===== config.mk =====
export PLATFORM = sky130hd
export DESIGN_NAME = wb_port_scheduler
export DESIGN_NICKNAME = d
export VERILOG_FILES = /design/src/rtl/wb_port_scheduler_pkg.sv /design/src/rtl/wb_port_scheduler_rr_arbiter4.sv /design/src/rtl/wb_port_scheduler.sv
export SDC_FILE = /design/constraint.sdc
export NUM_CORES = 1
export LEC_CHECK = 0
export ABC_AREA = 1
export CORE_MARGIN = 10
export CORE_UTILIZATION = 30
export CTS_CLUSTER_DIAMETER = 120
export DETAILED_ROUTE_END_ITERATION = 16
export DONT_BUFFER_PORTS = 1
export GPL_ROUTABILITY_DRIVEN = 0
export PLACE_DENSITY = 0.46
export REMOVE_ABC_BUFFERS = 1
export SLEW_MARGIN = 10
export SYNTH_ARGS = -nofsm -noshare
export SYNTH_HDL_FRONTEND = slang
export SYNTH_HIERARCHICAL = 1
export SYNTH_SLANG_ARGS = --single-unit

===== constraint.sdc =====
create_clock -name clk -period 2.9 [get_ports clk]
set_input_delay 0.29 -clock clk [delete_from_list [all_inputs] [get_ports clk]]
set_output_delay 0.29 -clock clk [all_outputs]
set_load 0.01 [all_outputs]

===== src/rtl/wb_port_scheduler_pkg.sv =====
// Shared write-back definitions: mux select encoding, scheduler states and
// the default register address width.
package wb_port_scheduler_pkg;

    localparam int WB_AW = 4;

    localparam logic [1:0] WB_SEL_ALU  = 2'd0;
    localparam logic [1:0] WB_SEL_LOAD = 2'd1;
    localparam logic [1:0] WB_SEL_LINK = 2'd2;
    localparam logic [1:0] WB_SEL_MDU  = 2'd3;

    localparam logic [0:0] ST_ARB    = 1'b0;
    localparam logic [0:0] ST_MDU_HI = 1'b1;

endpackage


===== src/rtl/wb_port_scheduler_rr_arbiter4.sv =====
// Four-way combinational arbiter: round-robin from a pointer, or fixed
// lowest-index-first priority when RR_EN is 0.
module rr_arbiter4 #(
    parameter bit RR_EN = 1'b1
) (
    input  logic [3:0] i_elig,
    input  logic [1:0] i_ptr,
    output logic [3:0] o_win,
    output logic [1:0] o_idx,
    output logic       o_any,
    output logic [1:0] o_ptr_nxt
);

    logic [1:0] w_base;
    logic [1:0] w_cand;
    logic [3:0] w_win;
    logic [1:0] w_idx;
    logic       w_any;

    assign w_base = RR_EN ? i_ptr : 2'd0;

    // Search upward from the base, wrapping mod 4; first eligible bit wins.
    always_comb begin
        w_win  = '0;
        w_any  = 1'b0;
        w_idx  = w_base;
        w_cand = w_base;
        for (int k = 0; k < 4; k++) begin
            w_cand = w_base + 2'(k);
            if (!w_any && i_elig[w_cand]) begin
                w_win[w_cand] = 1'b1;
                w_any         = 1'b1;
                w_idx         = w_cand;
            end
        end
    end

    assign o_win     = w_win;
    assign o_idx     = w_idx;
    assign o_any     = w_any;
    assign o_ptr_nxt = w_idx + 2'd1;

endmodule


===== src/rtl/wb_port_scheduler.sv =====
// Register-file write-port scheduler: arbitrates four write-back sources and
// issues MDU results as an atomic low-then-high pair of 16-bit writes.
module wb_port_scheduler
    import wb_port_scheduler_pkg::*;
#(
    parameter int              AW      = WB_AW,
    parameter bit              RR_EN   = 1'b1,
    parameter logic [AW-1:0]   HI_ADDR = '0
) (
    input  logic          clk,
    input  logic          rst_n,
    input  logic [3:0]    i_req,
    input  logic [AW-1:0] i_dst0,
    input  logic [AW-1:0] i_dst1,
    input  logic [AW-1:0] i_dst2,
    input  logic [AW-1:0] i_dst3,
    input  logic          i_stall,
    output logic [3:0]    o_gnt,
    output logic [1:0]    o_sel,
    output logic          o_rf_we,
    output logic [AW-1:0] o_rf_waddr,
    output logic          o_mdu_hi,
    output logic          o_busy
);

    logic [0:0]          r_state;
    logic [3:0]          r_gnt;
    logic [1:0]          r_sel;
    logic                r_we;
    logic [AW-1:0]       r_waddr;
    logic                r_mdu_hi;
    logic [1:0]          r_ptr;

    logic [3:0][AW-1:0]  w_dst;
    logic [3:0]          w_elig;
    logic [3:0]          w_win;
    logic [1:0]          w_idx;
    logic                w_any;
    logic [1:0]          w_ptr_nxt;

    assign w_dst = {i_dst3, i_dst2, i_dst1, i_dst0};

    // A source is masked while its grant is showing; during the high-half
    // cycle the MDU is masked because it still holds req.
    assign w_elig = i_req & ~(r_gnt | {r_mdu_hi, 3'b000});

    rr_arbiter4 #(.RR_EN(RR_EN)) u_arb (
        .i_elig    (w_elig),
        .i_ptr     (r_ptr),
        .o_win     (w_win),
        .o_idx     (w_idx),
        .o_any     (w_any),
        .o_ptr_nxt (w_ptr_nxt)
    );

    always_ff @(posedge clk or negedge rst_n) begin
        if (!rst_n) begin
            r_state  <= ST_ARB;
            r_gnt    <= '0;
            r_sel    <= WB_SEL_ALU;
            r_we     <= 1'b0;
            r_waddr  <= '0;
            r_mdu_hi <= 1'b0;
            r_ptr    <= 2'd0;
        end else begin
            case (r_state)
                ST_MDU_HI: begin
                    // High half goes out regardless of stall so the pair stays atomic.
                    r_gnt    <= '0;
                    r_sel    <= WB_SEL_MDU;
                    r_we     <= 1'b1;
                    r_waddr  <= HI_ADDR;
                    r_mdu_hi <= 1'b1;
                    r_state  <= ST_ARB;
                end
                default: begin
                    r_mdu_hi <= 1'b0;
                    if (!i_stall && w_any) begin
                        r_gnt   <= w_win;
                        r_sel   <= w_idx;
                        r_we    <= 1'b1;
                        r_waddr <= w_dst[w_idx];
                        r_ptr   <= w_ptr_nxt;
                        if (w_idx == WB_SEL_MDU)
                            r_state <= ST_MDU_HI;
                    end else begin
                        r_gnt <= '0;
                        r_we  <= 1'b0;
                    end
                end
            endcase
        end
    end

    assign o_gnt      = r_gnt;
    assign o_sel      = r_sel;
    assign o_rf_we    = r_we;
    assign o_rf_waddr = r_waddr;
    assign o_mdu_hi   = r_mdu_hi;
    assign o_busy     = r_mdu_hi;

endmodule


### Word level (Yosys, flattened, before mapping)

Index checks and enable logic that the tools add are counted.

| word-level totals | value |
|---|---|
| register bits after elaboration | 15 |
| input bits | 23 |
| output and inout bits | 13 |
| logic and storage cells | 83 |

| operators by class | value |
|---|---|
| $add $sub $neg | 4 |
| $lt $le $gt $ge | 9 |
| equality and inequality tests | 1 |
| multiplexer cells | 41 |
| bitwise operators | 7 |
| reduce and logical (&&, ||, !) cells | 14 |

Operators by type and width:

| operator | count |
|---|---|
| 4-bit two-way mux | 9 |
| 1-bit two-way mux | 18 |
| 4-bit OR | 4 |
| 2-bit by 3-bit < comparator with 1-bit output, second input constant | 5 |
| 2-bit two-way mux | 5 |
| 1-bit binary-select mux with 2-bit select | 4 |
| 4-bit binary-select mux with 2-bit select | 1 |
| 1-bit demux with 2-bit select | 4 |
| 2-bit by 1-bit greater-or-equal comparator with 1-bit output, second input constant | 4 |
| 1-bit logical AND | 8 |
| 2-bit by 1-bit adder with 2-bit output, second input constant | 2 |
| 2-bit adder, second input constant | 2 |
| 4-bit AND | 1 |
| 1-bit zero test | 4 |
| 4-bit inverter | 1 |
| 2-bit equality test, second input constant | 1 |
| 2-bit AND reduction | 1 |
| 2-bit nonzero test | 1 |
| 1-bit inverter | 1 |

### Depth between registers and ports, before layout

| depth | value |
|---|---|
| depth in word-level cells | 19 |
| depth in mapped cells | 18 |
| mapped depth without buffers | 17 |

### By module

Netlist, hierarchy kept.

Modules (own cells, without submodules):

| module | times used | cells an instance | area each (sq um) | sequential area each (sq um) |
|---|---|---|---|---|
| wb_port_scheduler | 1 | 89 | 710.7 | 375.4 |
| rr_arbiter4 | 1 | 94 | 595.6 | 0.0 |

### Worst setup path after synthesis

No wires, ideal clock.

| timing path | value |
|---|---|
| kind | reg2reg |
| from | reg r_ptr[1] |
| to | reg r_waddr[0], in the netlist o_rf_waddr[0] |
| setup time | 0.118 ns |
| arrival | 2.134 ns |
| required time | 2.782 ns |
| path slack | 0.648 ns |
| cell stages (with the launch flop) | 15 |
| buffers on the path | 0 |
| period minus slack after synthesis | 2.252 ns |
| cell sequence | dfrtp_1 > inv_2 > ha_1 > inv_1 > nand3_1 > nand2_4 > nand3_4 > inv_2 > nand2_1 > nand3_1 > nand2_1 > inv_1 > nand3_1 > nand3_1 > nand2_1 |

| on the way | value |
|---|---|
| cells in the longest elaborated chain, start to end | 16 |
| elaborated cells between the ends (all ways) | 30 |
| classes of those cells | add/sub (3); mux (19); reduce/logical (8) |

Ends and longest elaborated chain:

| item | RTL line | source |
|---|---|---|
| start, declared | wb_port_scheduler.sv:32 | `logic [1:0] r_ptr;` |
| start signal, assigned | wb_port_scheduler.sv:83 | `r_ptr <= w_ptr_nxt;` |
| parallel branches: the longest is 11 deep, another holds 2-bit by 1-bit adder with 2-bit output | n/a |  |
| 2-bit two-way mux * | wb_port_scheduler_rr_arbiter4.sv:30 | `if (!w_any && i_elig[w_cand]) begin` |
| named net w_idx[1] | wb_port_scheduler.sv:37 | `logic [1:0] w_idx;` |
| 4-bit binary-select mux with 2-bit select * | wb_port_scheduler.sv:82 | `r_waddr <= w_dst[w_idx];` |
| 4-bit two-way mux (not written as such) * | wb_port_scheduler.sv:82 |  |
| 4-bit two-way mux * | wb_port_scheduler.sv:78 | `if (!i_stall && w_any) begin` |
| 4-bit two-way mux * | wb_port_scheduler.sv:66 | `case (r_state)` |
| end signal, assigned | wb_port_scheduler.sv:82 |  |
| end, declared | wb_port_scheduler.sv:30 | `logic [AW-1:0] r_waddr;` |

Mark *: on every way through the listed nets, which the timed path passes. The select of a mux whose other input is x is not followed.
A chain may end at the register's enable or synchronous reset.

### Final worst setup path

| timing path | value |
|---|---|
| from | reg r_ptr[0] |
| to | reg r_waddr[0], in the netlist o_rf_waddr[0] |

The elaborated chain is that of the path after synthesis.

==> metrics.csv <==
stage,metric,value,unit
critical_path,reg2reg_depth,14,
floorplanning,dieHeight,86.0,µm
grt,use_met2,14.7,%
cells_and_area,num_antenna_cells,0,
clock_tree,clock-sinks,15,
timing,drv_slew,0,
timing,setup_viol_count_final,0,
clock_tree,clkTransAtPathRegs,0.06,ns
synth,synth.area.top_cells,"dfrtp_1, nand2_1, nand3_1",
critical_path,cp.arrival,2.60,ns
critical_path,crit_path_max_fanout,9,
routing,vias,1150,
timing,fmax,406,MHz
cells_and_area,fillers,464,
clock_tree,post-cts-setup-buffers,0,
timing,fin_worst_skew,0.00213,ns
synth,synth_seq_area_share,28.7,%
cells_and_area,design_area,1390,µm²
timing,fin_crit_sh,84.9,%
floorplanning,core,4120,µm²
critical_path,cp.required,3.03,ns
grt,grt_use_total,9.06,%
routing,vias_per_cell,4.87,
synth,synth.distinct_cells,28,
timing,maxSlewHeadroom,53.8,%
floorplanning,dieArea,7390,µm²
critical_path,crit_type,flop to flop,
synth,netlist_instances,183,
clock_tree,insertion_delay,0.24,ns
floorplanning,std_cell_rows,23,
timing,finalSetupTns,0,ns
place,place_hpwl,2.77,mm
clock_tree,ctsRootBufferMaster,clkbuf_8,
place,placed_cells,231,
cells_and_area,fin_nets,216,
synth,syn_area_per_cell,7.14,µm²
critical_path,reg2reg_slack,0.44,ns
grt,gr-total-overflow,0,
cells_and_area,area_delta_synth_final,6.61,%
clock_tree,cts_made_buffers,3,
critical_path,endpoint_kind,flop,
timing,rsz0062_at_grt,false,
clock_tree,cts_tree,built,
outcome,status,completed,
critical_path,rr_endpoint,o_rf_waddr[0],
min_path,hp-class,input pin to flop,
clock_tree,cts_htree_levels,1,
grt,busiest_layer,met2,
floorplanning,die_w,86.0,µm
synth,yosysTopAreaCellShare,28.7,%
routing,wirelength,3.32,mm
grt,antenna_found_initial,0,
cells_and_area,stdcell_count,236,
min_path,hold_depth,4,
min_path,hold_path_end,o_rf_waddr[3],
floorplanning,io_pins,36,
routing,ant_nets,0,
place,port_buffers,0,
synth,yosys.area.top_type,dfrtp_1,
cells_and_area,drive_above_1_share,21.0,%
flow_run,drv_cap,0,
cells_and_area,final_util,33.8,%
timing,max_slew.worst_pin.slew,0.691,ns
clock_tree,cts.repair.resized,0,
synth,syn-cell-area,1310,µm²
synth,synth-seq-cells,15,
place,placed_area,1340,µm²
clock_tree,clk_path_buf_depth,2,
floorplanning,initial_core_util,31.7,%
grt,grtUsageMet3,2.65,%
synth,yosys_warnings,6,
routing,wl_per_cell,14.1,µm
min_path,hold_start,i_dst0[3],
critical_path,r2r-start,r_ptr[0],
timing,hold_viol,0,
critical_path,worst_setup_path_start_kind,flop,
grt,grt_pass1_vias,1189,
timing,min_period,2.46,ns
routing,dr.pass1.iters,4,
grt,grt_max_degree,16,
routing,drt_first_iter_violations,64,
routing,drc,0,
grt,met1_usage,11.4,%
grt,grt_pass1_wl,5.62,mm
worst max path at each step:
stage	start	end	slack [ns]	cells past startpoint
after global routing	r_ptr[0]	o_rf_waddr[0]	0.19	14
after CTS	r_ptr[0]	o_rf_waddr[0]	0.45	14
after global placement	r_ptr[0]	o_rf_waddr[0]	0.46	14
final	r_ptr[0]	o_rf_waddr[0]	0.44	14
after detailed placement	r_ptr[0]	o_rf_waddr[0]	0.46	14
after floorplan	r_ptr[0]	o_rf_waddr[0]	0.58	14
through the flow:
| step | hold WS (ns) | setup slack, ns |
|---|---|---|
| CTS | 0.273 | 0.449 |
| detailed placement | -0.00506 | 0.464 |
| global route | 0.307 | 0.188 |
| floorplan | -0.00559 | 0.582 |
| finish | 0.279 | 0.439 |
| global placement | -0.00514 | 0.464 |
worst max-delay path, stage by stage, from the launching register on:
cell and delay (ns):
dfrtp_1 0.44, inv_8 0.08, ha_1 0.40, inv_1 0.19, nand3_1 0.14, nand2_4 0.12, nand3_4 0.10, inv_2 0.10
nand2_1 0.05, nand3_1 0.12, nand2_1 0.13, inv_1 0.21, nand3_1 0.11, nand3_1 0.09, nand2_1 0.05
cells in the mapped netlist:
master    number
nand2_2       11
buf_4          2
dfrtp_1       15
nand3_4        2
a21oi_1        4
nand3_2        2
nand3_1       29
nor2_1         9
nor3_2         1
buf_12         1
a21oi_2        2
nand4_4        1
inv_4          1
nand2_4        3
o21ai_0        2
nand2_8        1
inv_1         12
buf_6          1
clkinv_1       1
inv_8          1
nor2_4         1
nand2_1       61
ha_1           6
o22ai_1        2
o21ai_1        3
nor3b_1        1
inv_2          7
nor2_2         1
flip-flops by register name (all words and copies together), names as in the netlist:
| register | count |
|---|---|
| o_rf_we | 1 |
| o_busy | 1 |
| o_gnt | 4 |
| r_state | 1 |
| r_ptr | 2 |
| o_sel | 2 |
| o_rf_waddr | 4 |
cell families (layout without fill, tap and decap cells):
kind of cell	count (synthesis)	in the layout	share of synthesized area, %
flops	15	15	28.7
simple gates	123	123	49.1
buf+inv	26	29	10.6
fa+ha+maj	6	6	5.75
compound gates	13	13	5.75
layer usage:
layer / vias to the layer above / wire length, µm / part of all wire, %
met5: - / 0 / 0
met1: 508 / 1500 / 45
met2: 49 / 1550 / 47
li1: 589 / - / -
met4: 0 / 36 / 1.1
met3: 4 / 222 / 6.7
cells in the final DEF (no fill, tap or decap), drive strengths merged:
master | Yosys | routed
o22ai | 2 | 2
nor2 | 11 | 11
nand4 | 1 | 1
nand2 | 76 | 76
inv | 21 | 21
nor3b | 1 | 1
clkinv | 1 | 1
clkbuf | 0 | 4
a21oi | 6 | 6
nor3 | 1 | 1
ha | 6 | 6
buf | 4 | 2
o21ai | 5 | 5
dfrtp | 15 | 15
nand3 | 33 | 33
dlygate4sd3 | 0 | 1
layout make-up:
class	instances	area, µm²	share of cell area, %
timing repair buffer	3	25.0	1.80
clock buffer	4	45.0	3.23
tap	50	62.6	4.49
inverter	22	92.6	6.65
sequential	15	375	27.0
multi-input combinational	142	792	56.9
what timing repair did:
action	4_1_cts	5_1_grt
endpoints found under the setup margin	0	0
hold buffers	1	0
hold endpoints to repair	15	0
Power is left out: the tool's default activity adds up to more than one toggle a clock period on the data nets, which glitch-free logic cannot reach.
